## config.mk

```make
export PLATFORM = sky130hd
export DESIGN_NAME = pipe_hazard_ctrl
export DESIGN_NICKNAME = d
export VERILOG_FILES = /design/src/rtl/pipe_hazard_ctrl.sv
export SDC_FILE = /design/constraint.sdc
export NUM_CORES = 1
export LEC_CHECK = 0
export ABC_AREA = 1
export CAP_MARGIN = 20
export CORE_ASPECT_RATIO = 0.75
export CORE_MARGIN = 3
export CORE_UTILIZATION = 42
export CTS_BUF_LIST = sky130_fd_sc_hd__clkbuf_4 sky130_fd_sc_hd__clkbuf_8
export DETAILED_ROUTE_END_ITERATION = 12
export GPL_ROUTABILITY_DRIVEN = 0
export PLACE_DENSITY = 0.78
export SYNTH_ARGS = -nofsm -noshare
export SYNTH_HDL_FRONTEND = slang
export SYNTH_SLANG_ARGS = --single-unit
```

## constraint.sdc

```tcl
create_clock -name clk -period 1.8 [get_ports clk]
set_clock_uncertainty 0.1 [all_clocks]
set_input_delay 0.45 -clock clk [delete_from_list [all_inputs] [get_ports clk]]
set_output_delay 0.45 -clock clk [all_outputs]
set_load 0.1 [all_outputs]
```

## src/rtl/pipe_hazard_ctrl.sv

```systemverilog
// Stall/flush sequencer for the 16-bit 5-stage pipeline: load-use bubbles, redirect
// flushes, multi-cycle data-memory waits, IN-port handshake and a stall-cycle counter.
module pipe_hazard_ctrl #(
   parameter int n       = 16,
   parameter int MEM_LAT = 1
) (
   input  logic         clk,
   input  logic         rst,
   input  logic [2:0]   ID_rs,
   input  logic [2:0]   ID_rt,
   input  logic         ID_use_rs,
   input  logic         ID_use_rt,
   input  logic         EXE_MemRead,
   input  logic [2:0]   EXE_WriteRegister,
   input  logic         EXE_redirect,
   input  logic         MEM_MemRead,
   input  logic         MEM_MemWrite,
   input  logic         MEM_IN,
   input  logic         in_valid,
   output logic         in_ack,
   output logic         pc_en,
   output logic         ifid_en,
   output logic         ifid_flush,
   output logic         idexe_en,
   output logic         idexe_flush,
   output logic         exemem_en,
   output logic         memwb_en,
   output logic [n-1:0] stall_count
);

   typedef enum logic [1:0] {
      RUN      = 2'd0,
      MEM_WAIT = 2'd1,
      IN_WAIT  = 2'd2
   } state_t;

   typedef struct packed {
      logic in_ack;
      logic pc_en;
      logic ifid_en;
      logic ifid_flush;
      logic idexe_en;
      logic idexe_flush;
      logic exemem_en;
      logic memwb_en;
   } ctrl_t;

   // First-cycle freeze already covers one extra cycle, so the counter starts at MEM_LAT-2.
   localparam bit         MULTI_CYCLE = (MEM_LAT > 1);
   localparam logic [3:0] WAIT_INIT   = MULTI_CYCLE ? 4'(MEM_LAT - 2) : 4'd0;

   state_t     state, state_nxt;
   logic [3:0] wait_cnt, wait_nxt;
   ctrl_t      ctrl;

   logic load_use;
   logic mem_access;
   logic in_starved;

   assign load_use = EXE_MemRead &
                     ((ID_use_rs & (EXE_WriteRegister == ID_rs)) |
                      (ID_use_rt & (EXE_WriteRegister == ID_rt)));
   assign mem_access = MEM_MemRead | MEM_MemWrite;
   assign in_starved = MEM_IN & ~in_valid;

   // A redirect discards both younger instructions, which makes any load-use bubble moot.
   function automatic ctrl_t advance(input logic redirect, input logic lu, input logic ack);
      ctrl_t c;
      c             = '1;
      c.ifid_flush  = 1'b0;
      c.idexe_flush = 1'b0;
      c.in_ack      = ack;
      if (redirect) begin
         c.ifid_flush  = 1'b1;
         c.idexe_flush = 1'b1;
      end else if (lu) begin
         c.pc_en       = 1'b0;
         c.ifid_en     = 1'b0;
         c.idexe_flush = 1'b1;
      end
      return c;
   endfunction

   // NOTE: every signal driven here gets a default first, so no path leaves one
   // unassigned and no latch is inferred; the freeze case is simply the default.
   always_comb begin
      state_nxt = state;
      wait_nxt  = wait_cnt;
      ctrl      = '0;
      if (rst) begin
         unique case (state)
            RUN: begin
               if (mem_access && MULTI_CYCLE) begin
                  wait_nxt  = WAIT_INIT;
                  state_nxt = MEM_WAIT;
               end else if (in_starved) begin
                  state_nxt = IN_WAIT;
               end else begin
                  ctrl = advance(EXE_redirect, load_use, MEM_IN & in_valid);
               end
            end
            MEM_WAIT: begin
               if (wait_cnt != 4'd0) begin
                  wait_nxt = wait_cnt - 4'd1;
               end else if (in_starved) begin
                  state_nxt = IN_WAIT;
               end else begin
                  ctrl      = advance(EXE_redirect, load_use, MEM_IN & in_valid);
                  state_nxt = RUN;
               end
            end
            IN_WAIT: begin
               if (in_valid) begin
                  ctrl      = advance(EXE_redirect, load_use, 1'b1);
                  state_nxt = RUN;
               end
            end
            default: state_nxt = RUN;
         endcase
      end
   end

   // NOTE: sequential state uses non-blocking assignments so every register samples
   // the pre-edge values regardless of block ordering.
   always_ff @(posedge clk or negedge rst) begin
      if (!rst) begin
         state    <= RUN;
         wait_cnt <= 4'd0;
      end else begin
         state    <= state_nxt;
         wait_cnt <= wait_nxt;
      end
   end

   always_ff @(posedge clk or negedge rst) begin
      if (!rst) begin
         stall_count <= '0;
      end else if (!ctrl.pc_en && (stall_count != '1)) begin
         stall_count <= stall_count + n'(1);
      end
   end

   assign in_ack      = ctrl.in_ack;
   assign pc_en       = ctrl.pc_en;
   assign ifid_en     = ctrl.ifid_en;
   assign ifid_flush  = ctrl.ifid_flush;
   assign idexe_en    = ctrl.idexe_en;
   assign idexe_flush = ctrl.idexe_flush;
   assign exemem_en   = ctrl.exemem_en;
   assign memwb_en    = ctrl.memwb_en;

endmodule

```

==> results of run 1 <==
[per-layer routing]
metal	routed length, um	track usage [%]
met5	0	0
met2	2340	47.3
met3	325	5.41
met4	65	5.19
met1	1640	26.8
[power groups by stage]
stage	Combinational (uW)	Clock (uW)	Sequential, uW
5_1_grt	1200	330	579
6_report	1170	310	573
3_3_place_gp	1120	0	567
3_5_place_dp	1150	0	578
4_1_cts	1160	309	573
2_1_floorplan	335	0	929
[path summary, 6_finish.rpt]
check	end	slack, ns	cells past startpoint
max	exemem_en	-0.16	5
min	stall_count[8]	0.12	2
max reg2reg	stall_count[13]	0.06	9
min reg2reg	stall_count[15]	0.46	2
max in group asynchronous	stall_count[0]	1.26	3
min in group clk	stall_count[15]	0.46	2
[per-stage QoR]
stage,power [uW],hold slack [ns],cells
6_report,2050,0.118,283
3_5_place_dp,1720,0.444,276
3_3_place_gp,1690,0.431,276
4_1_cts,2040,0.232,283
2_1_floorplan,1260,0.0544,191
5_1_grt,2110,0.131,283
[area by class of cell]
cell class	instances	area [um2]	share of cell area [%]
Sequential cell	17	449	20.4
Timing Repair Buffer	59	756	34.3
Tap cell	36	45.0	2.04
Clock buffer	4	48.8	2.21
Inverter	20	81.3	3.69
Multi-Input combinational cell	147	825	37.4
[critical path: stages, from the launching register on]
cell	delay [ns]
dfrtp_1	0.39
nor2_4	0.05
o21ai_4	0.20
clkinvlp_4	0.16
buf_4	0.18
buf_12	0.16
[Yosys cell counts]
cell type,instances
nand3_1,7
nand2_2,2
o21ai_1,1
nand2_1,77
buf_2,4
inv_2,2
nor3_2,1
dfrtp_1,17
nand2_4,1
buf_6,1
nor2_4,2
nor3_1,1
xnor2_1,5
inv_1,18
xor2_1,4
and2_1,1
ha_1,1
nand3_2,1
buf_4,3
nand4_1,18
o21ai_0,4
nor2_1,19
nand3_4,1
[kinds of logic after synthesis]
logic type | Yosys count
XOR/XNOR | 9
AND/OR/NAND/NOR | 131
adder cells (fa/ha/maj) | 1
AO/OA/AOI/OAI | 5
flip-flops | 17
buffers and inverters | 28
[registers in the layout (all words and copies together) (netlist names)]
register     count
state            1
stall_count     16
[timing repair]
item | in CTS | in global routing
gates cloned | 1 | 0
pin swaps | 26 | 5
setup buffers | 3 | 1
gates resized for setup | 64 | 5
setup endpoints to repair | 24 | 22
==> impl_metrics.csv, run 1 <==
group,metric,value,unit
outcome,status,"finished with violations",
outcome,violations,"negative setup slack",
setup_path,crit_start,"state[1]",
route,ant_nets,0,
sta,maxClockFrequency,509,MHz
sta,finalSetupViolations,7,
route,dr.pass1.iters,5,
clock_network,clk_pin_slew_worst_paths,0.07,ns
clock_network,root_buffer,"clkbuf_8",
finish,area_growth,73.1,%
synth,yosys_warnings,0,
sta,max_slew_margin,77.2,%
clock_network,numCtsBuffers,3,
clock_network,tritoncts,"yes",
synth,syn_area,1270,um2
synth,synth-simple-area-share,47.3,%
global_routing,grt_pass1_vias,1506,
synth,ys_seq_elements,17,
global_routing,grt_use_total,23.9,%
global_routing,grt_first_pass_wirelength,6.93,mm
synth,synth_compound_area_share,1.96,%
route,drc_errors,0,
setup_path,worstPathArrival,1.41,ns
place,placed_area,2120,um2
finish,drive_gt1_share,40.1,%
setup_path,critPathLaunchType,"flop",
job,max-cap-violations,0,
synth,synth.largest_area_cell,"dfrtp_1",
die,die_area,3740,um2
route,wirelength,4.37,mm
sta,worst_pin_slew,0.341,ns
sta,rsz0062_at_grt,"true",
route,wl_per_cell,15.4,um
die,die_w,69.6,um
pwr,internal_power,1060,uW
die,io_pins,43,
synth,synth_fa_ha_area_share,0.982,%
min_path,hold_path.class,"in -> async",
place,port_buffers,40,
global_routing,grt_overflow_total,0,
pwr,p_sw_share,48.5,%
sta,final_max_slew_viol_count,0,
finish,final_area,2200,um2
synth,synth_cells,191,
global_routing,antenna_found_initial,0,
synth,muxShareOfSynthArea,0,%
clock_network,cts.htree.levels,1,
setup_path,r2r-start,"stall_count[1]",
pwr,clkPwrFrac,15.1,%
place,dpl_worst_slack,-0.608,ns
sta,finalWorstSetupSlack,-0.164,ns
route,vias,1542,
finish,layout_common_cells,"nand2_1, buf_12, nand4_1, buf_4, nor2_1",
pwr,ir_worst_vdd,0.622,mV
synth,synth_xor_area_share,6.19,%
route,via_per_inst,5.45,
setup_path,cp_max_fo,3,
sta,hold_viol_final,0,
synth,syn_avg_cell_area,6.67,um2
pwr,leakage,0.00105,uW
sta,fin_tns_setup,-0.956,ns
global_routing,grt_start_max_net_pins,18,
setup_path,worstSetupEndpointType,"output pin",
place,dp_hpwl,3.21,mm
synth,synth_nets,211,
die,die_y,53.7,um
clock_network,insertion_delay,0.26,ns
synth,yosys-top-cells-area,"dfrtp_1, nand2_1, nand4_1",
pwr,switchingPower,993,uW
clock_network,cts_max_path_buffers,2,
synth,seq_area_frac_synth,33.4,%
finish,layout_commonest_cell,"nand2_1",
pwr,power_density,929,nW/um2
die,core_area,2740,um2
die,rows,16,
finish,fillers,140,
setup_path,crit_type,"reg -> out",
sta,min_period,1.96,ns
synth,synth_top_family_by_area,"simple AND/OR/NAND/NOR gates",
finish,finish.net_count,268,
setup_path,critPathRequiredTime,1.25,ns
die,initial_core_util,46.4,%
synth,ys_types,23,
clock_network,cts_hold_buf,0,
synth,synth_top_area_share,33.4,%
sta,finalCritPeriodShare,109,%
clock_network,cts.sinks,17,
finish,fin_util,80.4,%
pwr,seqPwrFrac,28.0,%
pwr,p_comb_share,56.9,%
finish,antenna_cells,0,
route,drt_iter0_drc,218,
No activity file was read; power rests on OpenSTA's default activity.
==> inputs of run 2 (changes only) <==
--- a/config.mk
+++ b/config.mk
@@ -12,7 +12,7 @@
 export CORE_UTILIZATION = 42
 export CTS_BUF_LIST = sky130_fd_sc_hd__clkbuf_4 sky130_fd_sc_hd__clkbuf_8
 export DETAILED_ROUTE_END_ITERATION = 12
-export GPL_ROUTABILITY_DRIVEN = 0
+export GPL_ROUTABILITY_DRIVEN = 1
 export PLACE_DENSITY = 0.78
 export SYNTH_ARGS = -nofsm -noshare
 export SYNTH_HDL_FRONTEND = slang
==> constraint.sdc (replaced) <==
create_clock -name clk -period 1.8 [get_ports clk]
set_clock_uncertainty 0.1 [all_clocks]
set_input_delay 0.27 -clock clk [delete_from_list [all_inputs] [get_ports clk]]
set_output_delay 0.27 -clock clk [all_outputs]
set_load 0.1 [all_outputs]
==> run 2 against run 1 <==
  * The flow still finishes with violations (negative setup slack)
  * Maximum frequency is 8.9% higher
  * Register-to-register slack got worse by 0.06 ns
  * Critical path depth is 4 higher
  * Largest power group unchanged
==> impl_metrics.csv, run 2 (synthesized netlist as in run 1, its figures left out) <==
group,metric,value,unit
finish,drive_gt1_share,34.7,%
clock_network,tritoncts,"yes",
setup_path,cp_max_fo,8,
pwr,p_total,2100,uW
finish,antenna_cells,0,
global_routing,grt_use_total,22.3,%
place,port_buffers,40,
die,initial_core_util,46.4,%
clock_network,cts_max_path_buffers,2,
clock_network,numCtsBuffers,3,
route,drc_errors,0,
sta,maxClockFrequency,555,MHz
pwr,leakage,0.00111,uW
sta,finalWorstSetupSlack,-0.00318,ns
die,core_area,2740,um2
route,ant_nets,0,
finish,finish.net_count,272,
die,io_pins,43,
clock_network,clk_pin_slew_worst_paths,0.07,ns
clock_network,insertion_delay,0.26,ns
pwr,power_density,923,nW/um2
setup_path,worstSetupEndpointType,"flop",
clock_network,cts.sinks,17,
setup_path,crit_type,"reg -> reg",
global_routing,grt_pass1_vias,1418,
clock_network,cts.htree.levels,1,
die,die_y,53.7,um
outcome,violations,"negative setup slack",
finish,regMostFlops,"stall_count",
finish,layout_common_cells,"nand2_1, buf_12, buf_4",
sta,finalSetupViolations,2,
route,vias,1650,
die,rows,16,
route,wirelength,5.06,mm
pwr,p_comb_share,56.5,%
die,die_w,69.6,um
sta,min_period,1.80,ns
pwr,p_sw_share,49.0,%
setup_path,reg2reg_slack,-0.003,ns
finish,top_regs,"stall_count: 16 flops, state: 1 flops",
global_routing,grt_first_pass_wirelength,6.50,mm
setup_path,worstPathArrival,1.85,ns
sta,holdWs,0.132,ns
outcome,status,"finished with violations",
route,dr.pass1.iters,4,
sta,final_max_slew_viol_count,0,
finish,layout_commonest_cell,"nand2_1",
global_routing,grt_overflow_total,0,
route,via_per_inst,5.75,
setup_path,critPathRequiredTime,1.85,ns
min_path,hold_path.class,"in -> async",
sta,worst_pin_slew,0.511,ns
job,max-cap-violations,0,
sta,rsz0062_at_grt,"true",
pwr,internal_power,1070,uW
place,globalplace.congestion,0.924,
sta,max_slew_margin,65.8,%
pwr,ir_worst_vdd,0.642,mV
pwr,clkPwrFrac,15.0,%
global_routing,antenna_found_initial,0,
pwr,switchingPower,1030,uW
finish,area_growth,78.3,%
sta,hold_viol_final,0,
route,drt_iter0_drc,208,
clock_network,cts_hold_buf,0,
pwr,seqPwrFrac,28.5,%
setup_path,critPathLaunchType,"flop",
place,dp_hpwl,3.04,mm
global_routing,grt_start_max_net_pins,17,
sta,finalCritPeriodShare,100,%
die,die_area,3740,um2
finish,largest_register_ffs,16,
clock_network,root_buffer,"clkbuf_8",
route,wl_per_cell,17.6,um
-- run 2: final timing paths --
kind | depth (start not counted) | endpoint | start
max in group asynchronous | 2 | stall_count[4] | rst
min | 2 | stall_count[1] | rst
min reg2reg | 2 | stall_count[12] | stall_count[12]
max | 9 | stall_count[2] | stall_count[1]
min in group clk | 4 | state[1] | in_valid
max reg2reg | 9 | stall_count[2] | stall_count[1]
-- run 2: critical path: stages, from the launching register on --
cell     delay, ns
dfrtp_4       0.46
ha_4          0.17
nand3_4       0.10
nor2_4        0.12
nand2_2       0.09
nor2_4        0.22
buf_6         0.14
nand2_4       0.08
nand4_1       0.13
nand2_1       0.07
-- run 2: power groups by stage --
| stage | sequential [uW] | combinational (uW) | clock [uW] |
|---|---|---|---|
| after floorplan | 948 | 350 | 0 |
| after global placement | 586 | 1120 | 0 |
| after detailed placement | 597 | 1150 | 0 |
| after CTS | 589 | 1140 | 313 |
| after global routing | 609 | 1220 | 333 |
| final | 597 | 1180 | 314 |
-- run 2: layout make-up --
type                            count  area, um2
Clock buffer                        4       48.8
Fill cell                         135        472
Inverter                           20       83.8
Multi-Input combinational cell    149        856
Sequential cell                    17        453
Tap cell                           36       45.0
Timing Repair Buffer               61        785
-- run 2: routing by layer --
layer / global-route usage (%) / vias up / part of all wire, %
met4: 6.82 / 0 / 3.5
met1: 26.6 / 786 / 36
met3: 4.66 / 26 / 11
met2: 41.5 / 111 / 50
li1: - / 727 / -
met5: 0 / - / 0
-- run 2: stage by stage --
stage / std cells / setup slack, ns / setup TNS (ns) / area [um2] / util, %
final: 287 / -0.00318 / -0.00590 / 2270 / 82.8
after detailed placement: 273 / -0.274 / -5.03 / 2120 / 77.1
after global routing: 287 / -0.0793 / -1.06 / 2270 / 82.8
after floorplan: 191 / -0.524 / -4.27 / 1420 / -
after CTS: 278 / 0.00487 / 0 / 2160 / 78.7
after global placement: 273 / -0.216 / -3.43 / 2120 / 77.1
-- run 2: repair_timing --
action | in CTS | in global routing
pin swaps | 12 | 8
setup buffers | 1 | 6
setup endpoints to repair | 9 | 21
gates cloned | 0 | 3
gates resized for setup | 16 | 11
